**src/rtl/lshift_rot_pkg.sv**
```systemverilog
`default_nettype none
// ============================================================================
// Module : lshift_rot_pkg
// Brief  : Shared types, defaults and the round-robin pick helper for the
//          lshift_rot_sched shared rotate-register scheduler.
// Rev    : 1.0  initial release
// ----------------------------------------------------------------------------
// Contents:
//   state_t   scheduler FSM states (IDLE, ROT, RESP)
//   DEF_*     default parameter values
//   rr_pick   round-robin winner search over up to 8 requesters
// ============================================================================
package lshift_rot_pkg;

  localparam int DEF_WIDTH = 8;
  localparam int DEF_AMT_W = 3;
  localparam int DEF_NREQ  = 2;

  typedef enum logic [1:0] {
    IDLE = 2'd0,
    ROT  = 2'd1,
    RESP = 2'd2
  } state_t;

  // First asserted valid bit at or above ptr, wrapping around. The search
  // wraps modulo 8; callers zero-pad valid above NREQ and keep ptr < NREQ,
  // which makes this identical to a modulo-NREQ search.
  function automatic logic [2:0] rr_pick(input logic [7:0] valid,
                                         input logic [2:0] ptr);
    logic [2:0] idx;
    logic [2:0] pick;
    pick = ptr;
    // Descending scan so the smallest offset from ptr is written last.
    for (int i = 7; i >= 0; i--) begin
      idx = ptr + 3'(i);
      if (valid[idx]) pick = idx;
    end
    return pick;
  endfunction

endpackage
`default_nettype wire

```
**src/rtl/lshift_rot_sched_rot_reg_core.sv**
```systemverilog
`default_nettype none
// ============================================================================
// Module : rot_reg_core
// Brief  : WIDTH-bit rotate register with load, rotate-enable, direction and
//          synchronous clear.
// Rev    : 1.0  initial release
// ----------------------------------------------------------------------------
// Ports:
//   clk       in   clock, rising edge
//   clr       in   synchronous clear (highest priority)
//   load      in   load load_val (priority over rotate)
//   load_val  in   WIDTH value to load
//   rot_en    in   rotate by one bit this cycle
//   dir       in   0 = rotate left, 1 = rotate right
//   q         out  register contents
// ============================================================================
module rot_reg_core #(
  parameter int WIDTH = 8
) (
  input  logic             clk,
  input  logic             clr,
  input  logic             load,
  input  logic [WIDTH-1:0] load_val,
  input  logic             rot_en,
  input  logic             dir,
  output logic [WIDTH-1:0] q
);

  always_ff @(posedge clk) begin
    if (clr) begin
      q <= '0;
    end else if (load) begin
      q <= load_val;
    end else if (rot_en) begin
      if (dir) q <= {q[0], q[WIDTH-1:1]};
      else     q <= {q[WIDTH-2:0], q[WIDTH-1]};
    end
  end

endmodule
`default_nettype wire

```
**src/rtl/lshift_rot_sched.sv**
```systemverilog
`default_nettype none
// ============================================================================
// Module : lshift_rot_sched
// Brief  : Round-robin scheduler sharing one rotate register among NREQ
//          requesters. Accepts one job, rotates it one bit per cycle for the
//          requested amount, and returns the result tagged with the owner ID.
// Rev    : 1.0  initial release
// Option : LSHIFT_ROT_SCHED_DIR_EN adds req_dir (per-requester direction,
//          0 = left, 1 = right); without it every job rotates left.
// ----------------------------------------------------------------------------
// Ports:
//   clk        in   clock, rising edge
//   rstn       in   synchronous active-low reset
//   req_valid  in   NREQ        per-requester request valid
//   req_ready  out  NREQ        accept strobe, one-hot or zero
//   req_data   in   NREQ*WIDTH  load values, slice k*WIDTH
//   req_amt    in   NREQ*AMT_W  rotate amounts, slice k*AMT_W
//   req_dir    in   NREQ        rotate direction (optional)
//   rsp_valid  out  1           result valid
//   rsp_ready  in   1           consumer accepts result
//   rsp_data   out  WIDTH       rotated result
//   rsp_id     out  ID_W        owner of rsp_data
//   busy       out  1           state is not IDLE
// ============================================================================
module lshift_rot_sched
  import lshift_rot_pkg::*;
#(
  parameter int WIDTH = DEF_WIDTH,
  parameter int NREQ  = DEF_NREQ,
  parameter int AMT_W = DEF_AMT_W,
  parameter int ID_W  = 1
) (
  input  logic                  clk,
  input  logic                  rstn,
  input  logic [NREQ-1:0]       req_valid,
  output logic [NREQ-1:0]       req_ready,
  input  logic [NREQ*WIDTH-1:0] req_data,
  input  logic [NREQ*AMT_W-1:0] req_amt,
`ifdef LSHIFT_ROT_SCHED_DIR_EN
  input  logic [NREQ-1:0]       req_dir,
`endif
  output logic                  rsp_valid,
  input  logic                  rsp_ready,
  output logic [WIDTH-1:0]      rsp_data,
  output logic [ID_W-1:0]       rsp_id,
  output logic                  busy
);

  state_t           state;
  state_t           state_nxt;
  logic [ID_W-1:0]  ptr;
  logic [ID_W-1:0]  rsp_id_q;
  logic [AMT_W-1:0] cnt;
  logic [7:0]       valid_pad;
  logic [2:0]       ptr_pad;
  logic [2:0]       win;
  logic             any_valid;
  logic [WIDTH-1:0] sel_data;
  logic [AMT_W-1:0] sel_amt;
  logic             accept;
  logic             rot_en;
  logic             clr;
  logic             dir_q;
  logic [WIDTH-1:0] reg_q;

  // ---------------------------------------------------------------- arbiter
  always_comb begin
    valid_pad             = '0;
    valid_pad[NREQ-1:0]   = req_valid;
    ptr_pad               = 3'(ptr);
  end

  assign any_valid = |req_valid;
  assign win       = rr_pick(valid_pad, ptr_pad);

  // Winner's payload; a compare-per-requester mux keeps index widths exact.
  always_comb begin
    sel_data = '0;
    sel_amt  = '0;
    for (int k = 0; k < NREQ; k++) begin
      if (win == 3'(k)) begin
        sel_data = req_data[k*WIDTH +: WIDTH];
        sel_amt  = req_amt[k*AMT_W +: AMT_W];
      end
    end
  end

  // ---------------------------------------------------------------- FSM
  always_ff @(posedge clk) begin
    if (!rstn) state <= IDLE;
    else       state <= state_nxt;
  end

  always_comb begin
    state_nxt = state;
    req_ready = '0;
    accept    = 1'b0;
    rot_en    = 1'b0;
    case (state)
      IDLE: begin
        if (any_valid) begin
          for (int k = 0; k < NREQ; k++) begin
            req_ready[k] = (win == 3'(k));
          end
          accept    = 1'b1;
          state_nxt = (sel_amt == '0) ? RESP : ROT;
        end
      end
      ROT: begin
        rot_en = 1'b1;
        if (cnt == AMT_W'(1)) state_nxt = RESP;
      end
      RESP: begin
        if (rsp_ready) state_nxt = IDLE;
      end
      default: state_nxt = IDLE;
    endcase
    // Nothing is granted while reset is being applied.
    if (!rstn) begin
      req_ready = '0;
      accept    = 1'b0;
    end
  end

  // ---------------------------------------------------------------- datapath
  always_ff @(posedge clk) begin
    if (!rstn) begin
      cnt      <= '0;
      ptr      <= '0;
      rsp_id_q <= '0;
    end else begin
      if (accept) begin
        cnt      <= sel_amt;
        rsp_id_q <= ID_W'(win);
      end else if (rot_en) begin
        cnt <= cnt - AMT_W'(1);
      end
      // Pointer moves past the requester just served, modulo NREQ.
      if (state == RESP && rsp_ready) begin
        if (rsp_id_q == ID_W'(NREQ - 1)) ptr <= '0;
        else                             ptr <= rsp_id_q + ID_W'(1);
      end
    end
  end

`ifdef LSHIFT_ROT_SCHED_DIR_EN
  logic sel_dir;

  always_comb begin
    sel_dir = 1'b0;
    for (int k = 0; k < NREQ; k++) begin
      if (win == 3'(k)) sel_dir = req_dir[k];
    end
  end

  always_ff @(posedge clk) begin
    if (!rstn)       dir_q <= 1'b0;
    else if (accept) dir_q <= sel_dir;
  end
`else
  assign dir_q = 1'b0;
`endif

  assign clr = ~rstn;

  rot_reg_core #(
    .WIDTH (WIDTH)
  ) u_core (
    .clk      (clk),
    .clr      (clr),
    .load     (accept),
    .load_val (sel_data),
    .rot_en   (rot_en),
    .dir      (dir_q),
    .q        (reg_q)
  );

  assign rsp_valid = (state == RESP);
  assign busy      = (state != IDLE);
  assign rsp_data  = reg_q;
  assign rsp_id    = rsp_id_q;

endmodule
`default_nettype wire

```
**config.mk**
```make
export PLATFORM = sky130hd
export DESIGN_NAME = lshift_rot_sched
export DESIGN_NICKNAME = d
export VERILOG_FILES = /design/src/rtl/lshift_rot_pkg.sv /design/src/rtl/lshift_rot_sched_rot_reg_core.sv /design/src/rtl/lshift_rot_sched.sv
export SDC_FILE = /design/constraint.sdc
export NUM_CORES = 1
export LEC_CHECK = 0
export CAP_MARGIN = 20
export CORE_ASPECT_RATIO = 1.25
export CORE_MARGIN = 2
export CORE_UTILIZATION = 46
export DETAILED_ROUTE_END_ITERATION = 6
export PLACE_DENSITY = 0.89
export SLEW_MARGIN = 20
export SYNTH_ARGS = -nofsm -noshare
export SYNTH_HDL_FRONTEND = slang
export SYNTH_SLANG_ARGS = --single-unit
```
**constraint.sdc**
```tcl
create_clock -name clk -period 6.1 [get_ports clk]
set_clock_uncertainty 0.15 [all_clocks]
set_input_delay 1.525 -clock clk [delete_from_list [all_inputs] [get_ports clk]]
set_output_delay 1.525 -clock clk [all_outputs]
set_load 0.01 [all_outputs]
```
After elaboration in Yosys (flattened, before gate mapping) --
Index checks and enable logic that the tools add are counted.
Operators by class: $add $sub $neg 9, $lt $le $gt $ge 8, equality and inequality tests 7, mux-type cells 45, reductions and logical operators 8
Operators by type and width (count):
- $mux W3 | 12
- $mux W8 | 4
- $lt A3 B4 Y1 const B | 6
- $bmux W1 S3 | 7
- $mux W1 | 14
- $mux W2 | 7
- $add A1 B2 Y3 const B | 2
- $add A1 B3 Y3 const B | 2
- $eq A3 B1 Y1 const B | 2
- $logic_not A3 Y1 | 2
- $pmux W2 S3 | 1
- $lt A1 B4 Y1 const B | 1
- $lt A2 B4 Y1 const B | 1
- $ne A2 B2 Y1 const B | 2
- $reduce_bool A2 Y1 | 2
- $add A2 B1 Y3 const B | 1
- $add A2 B2 Y3 const B | 1
- $reduce_and A3 Y1 | 1
- $sub A3 B1 Y3 const B | 1
- $add A1 B1 Y2 const B | 1
- $eq A2 B1 Y1 const B | 1
- $eq A2 B2 Y1 const B | 1
- $logic_not A2 Y1 | 1
- $ne A2 B1 Y1 const B | 1
- 3 further kinds | 3
Storage, ports and cells: register bits 15, bits of input ports 27, word-level logic and storage cells 82

Longest topological paths before layout --
Gate-level depths: netlist (run 1).
word-level depth 18, mapped depth 9, gate-level depth less buffers 7

Cells and area by module --
A second synthesis (run 1) with hierarchy kept.
Unflattened totals: cell total of the unflattened synthesis 130, area total of the unflattened synthesis 1187.4 um2
Modules (own cells, without submodules):
- lshift_rot_sched | instances 1, cells an instance 85, area each 705.7 um2
- rot_reg_core | instances 1, cells an instance 45, area each 481.7 um2

Worst setup path before layout (run 1) --
Ideal clock, no wire load.
kind input-to-output, start in req_valid[0], end out req_ready[1], arrival time 2.982 ns, required time 4.425 ns, slack 1.443 ns, cell stages on the path 6, cell sequence buf_4 -> nand2_1 -> o21ai_0 -> ha_1 -> or4_4 -> a21oi_4
Between the ends: cells in the longest elaborated chain, start to end 14, elaborated cells on any way between the ends 29
Ends and longest elaborated chain:
- from (decl) | RTL line lshift_rot_sched.sv:35 | input logic [NREQ-1:0] req_valid,
- $bmux W1 S3 | RTL line lshift_rot_pkg.sv:36 | if (valid[idx]) pick = idx;
- $mux W1 (not written as such) | RTL line lshift_rot_pkg.sv:36
- $mux W3 (8 in a row) | RTL line lshift_rot_pkg.sv:36
- $eq A3 B1 Y1 | RTL line lshift_rot_sched.sv:103 | req_ready[k] = (win == 3'(k));
- $mux W2 * | RTL line lshift_rot_sched.sv:101 | if (any_valid) begin
- $mux W2 * | RTL line lshift_rot_sched.sv:99 | case (state)
- $mux W2 * | RTL line lshift_rot_sched.sv:119 | if (!rstn) begin
- to (decl) | RTL line lshift_rot_sched.sv:36 | output logic [NREQ-1:0] req_ready,
Every way passes the cells marked *; elsewhere a longest branch is shown, timed or not. The select of a mux whose other input is x is not followed.

Worst setup path after layout (run 1) --
start in req_valid[1], end out req_ready[1]
The elaborated chain is that of the path after synthesis.

==> results.toml, run 1 <==
[worst_setup_path]
startpoint_type = "primary input"
crit_fanout = 8
arrival_ps = 4100
rr_worst_depth = 6
r2r_setup_slack_ps = 3620
crit_end = "req_ready[1]"
critPathMaxStageDelay_ps = 600
r2r_end = "state[1]$_SDFFE_PN0P_"
cp-end-kind = "primary output"
crit_type = "in2out"
worst_ep_required_time_ps = 4430
cpMostUsedCell = "clkdlybuf4s50_1"
crit_start = "req_valid[1]"
cp_slowest_cell = "clkdlybuf4s50_1"
critical_path.cell_chain = "clkdlybuf4s50_1, inv_1, o21ai_0, ha_1, or4_4, a21oi_4, clkdlybuf4s50_1"
rr_startpoint = "ptr$_SDFFE_PN0P_"

[status]
status = "finished clean"

[routing]
drt-total-wl_um = 2720
wire_per_inst_um = 14.9
vias_per_cell = 6.03
remaining_drc_errors = 0
vias = 1103
first_pass_iters = 5
dr.first_iter.drc_count = 34
ant_nets = 0

[pwr]
vdd_drop_max_mv = 0.226
p_per_area_nw_per_um2 = 343
leakage_nw = 0.553

[sta]
rsz0062_at_grt = "no"
post-route-period-util_pct = 94.7
relSlewSlack_pct = 66.2
whs_ps = 345
fin_ws_ps = 323
finalSetupTns_ps = 0
tightest_slew_ps = 504
final-hold-violation-count = 0
maxSlewViolCount = 0
fmax_ghz = 0.173
period_needed_ps = 5780
setup_violations = 0

[global_routing]
grt_first_pass_wirelength_um = 4370
grtUsageTotal_pct = 22.1
grt_max_degree = 14
grt_pass1_vias = 1024
antenna_found_initial = 0
grt.overflow.total = 0

[floorplanning]
start_util_pct = 49.6
die_height_um = 56.3
design.die.area_sq_um = 2580
ios = 40
die-width_um = 45.8
rows = 18
core_area_sq_um = 2030

[cells_and_area]
drive_above_1_share_pct = 7.98
fin_nets = 195
area_delta_synth_final_pct = 41.7
final_cell_mix = "clkdlybuf4s50_1, nand2_1, dfxtp_1"
final_core_util_pct = 70.3
final_common_cell = "clkdlybuf4s50_1"
n_antenna_cell = 0

[clocking]
cts_setup_buffers = 0
clockBufferDepth = 2
cts_inserted_buffers = 3
ctsResizeCount = 0
cts_sinks = 15
clk_latency_ps = 290
htreeDepth = 1
cts-root-buf = "clkbuf_4"
clk_pin_slew_ps = 90
postCtsHoldBufs = 0
cts_tree = "yes"

[hold_path]
min-delay-path-class = "reg2reg"
holdPathStages = 2

[synth]
async_flop_share_pct = 0
syn_area_per_cell_sq_um = 8.11
synth-edff-count = 0
syn_inst = 124
synth_seq_cells = 15
ys_types = 43
syn_area_sq_um = 1010
ys_warn_count = 0
synthesis.nets = 155
yosysSeqAreaShare_pct = 29.9
synth_top_flop_cell = "dfxtp_1"

[placed_design]
port_buffers = 39
dpl.hpwl_um = 2070
pre_cts_slack_ps = 336
place.gp.congestion = 0.823

[flow_run]
drv_cap = 0
-- worst min-delay path by stage --
| stage | slack (ps) | from | end |
|---|---|---|---|
| after global routing | 400 | rsp_id$_SDFFE_PN0P_ | rsp_id$_SDFFE_PN0P_ |
| after global placement | 310 | rsp_id$_SDFFE_PN0P_ | rsp_id$_SDFFE_PN0P_ |
| after CTS | 350 | rsp_id$_SDFFE_PN0P_ | rsp_id$_SDFFE_PN0P_ |
| final | 350 | rsp_id$_SDFFE_PN0P_ | rsp_id$_SDFFE_PN0P_ |
| after floorplan | 340 | rsp_id$_SDFFE_PN0P_ | rsp_id$_SDFFE_PN0P_ |
| after detailed placement | 340 | rsp_id$_SDFFE_PN0P_ | rsp_id$_SDFFE_PN0P_ |
-- synthesized netlist by cell type, types with 2 or more instances --
cell type | n | area share, %
nand2_1 | 17 | 6.3
dfxtp_1 | 15 | 30
a21oi_1 | 12 | 6.0
nor2_1 | 7 | 2.6
nor3_1 | 7 | 3.5
a221o_1 | 6 | 6.0
inv_1 | 6 | 2.2
ha_1 | 4 | 5.0
nand2b_1 | 4 | 2.5
nor2b_1 | 4 | 2.5
o21ai_0 | 4 | 2.0
a21boi_1 | 2 | 1.5
buf_4 | 2 | 1.5
clkbuf_1 | 2 | 0.75
o221ai_1 | 2 | 1.7
o2bb2ai_1 | 2 | 1.7
or2_2 | 2 | 1.2
-- layer usage --
layer / global-route usage [%] / up-vias / part of all wire (%)
met4: 9.39 / 0 / 2.5
met2: 36.6 / 55 / 50
li1: - / 534 / -
met3: 3.54 / 10 / 7.3
met1: 27.1 / 504 / 40
met5: 0 / - / 0
-- layout make-up --
type | count | area, sq um
Clock buffer | 3 | 22.5
Clock inverter | 1 | 5.00
Fill cell | 147 | 602
Inverter | 6 | 22.5
Multi-Input combinational cell | 97 | 644
Sequential cell | 15 | 300
Tap cell | 20 | 25.0
Timing Repair Buffer | 41 | 405
-- critical path, delay by kind of cell --
| family | cells | cell delay (ps) |
|---|---|---|
| buffers and inverters | 3 | 1250 |
| AND/OR/NAND/NOR | 1 | 560 |
| AO/OA/AOI/OAI | 2 | 380 |
| adder cells (fa/ha/maj) | 1 | 370 |
-- flip-flops by register name, summed over array words and instances (netlist names) --
| signal | cells |
|---|---|
| u_core.q | 8 |
| cnt | 3 |
| state | 2 |
| ptr | 1 |
| rsp_id | 1 |
-- report_power, final --
group	leakage [nW]	switching (W)	internal, W
sequential	0.124	0.0000335	0.000133
clock	0.0177	0.0000355	0.0000244
combinational	0.411	0.000128	0.000135
total	0.553	0.000197	0.000292
-- per-stage QoR --
step	cells	power [W]	cell area [sq um]
floorplan	124	0.000323	1010
global placement	179	0.000419	1400
detailed placement	179	0.000429	1400
CTS	183	0.000489	1430
global route	183	0.000523	1430
finish	183	0.000489	1430
-- kinds of logic (layout without fill, tap and decap cells) --
family,after synthesis,in the layout,synth area share (%)
AO/OA/AOI/OAI,39,39,29.2
adder cells (fa/ha/maj),4,4,4.98
flip-flops,15,15,29.9
XOR/XNOR,1,1,0.871
AND/OR/NAND/NOR,51,51,26.9
multiplexers,2,2,2.11
buffers and inverters,12,51,6.09
Power figures use the tool's default switching activity.
==> run 2: changes to the inputs <==
Settings changed: SKIP_LAST_GASP set to 1.
==> results of run 2 <==
Same layout as run 1: the final DEF is identical, and so are final timing and power.
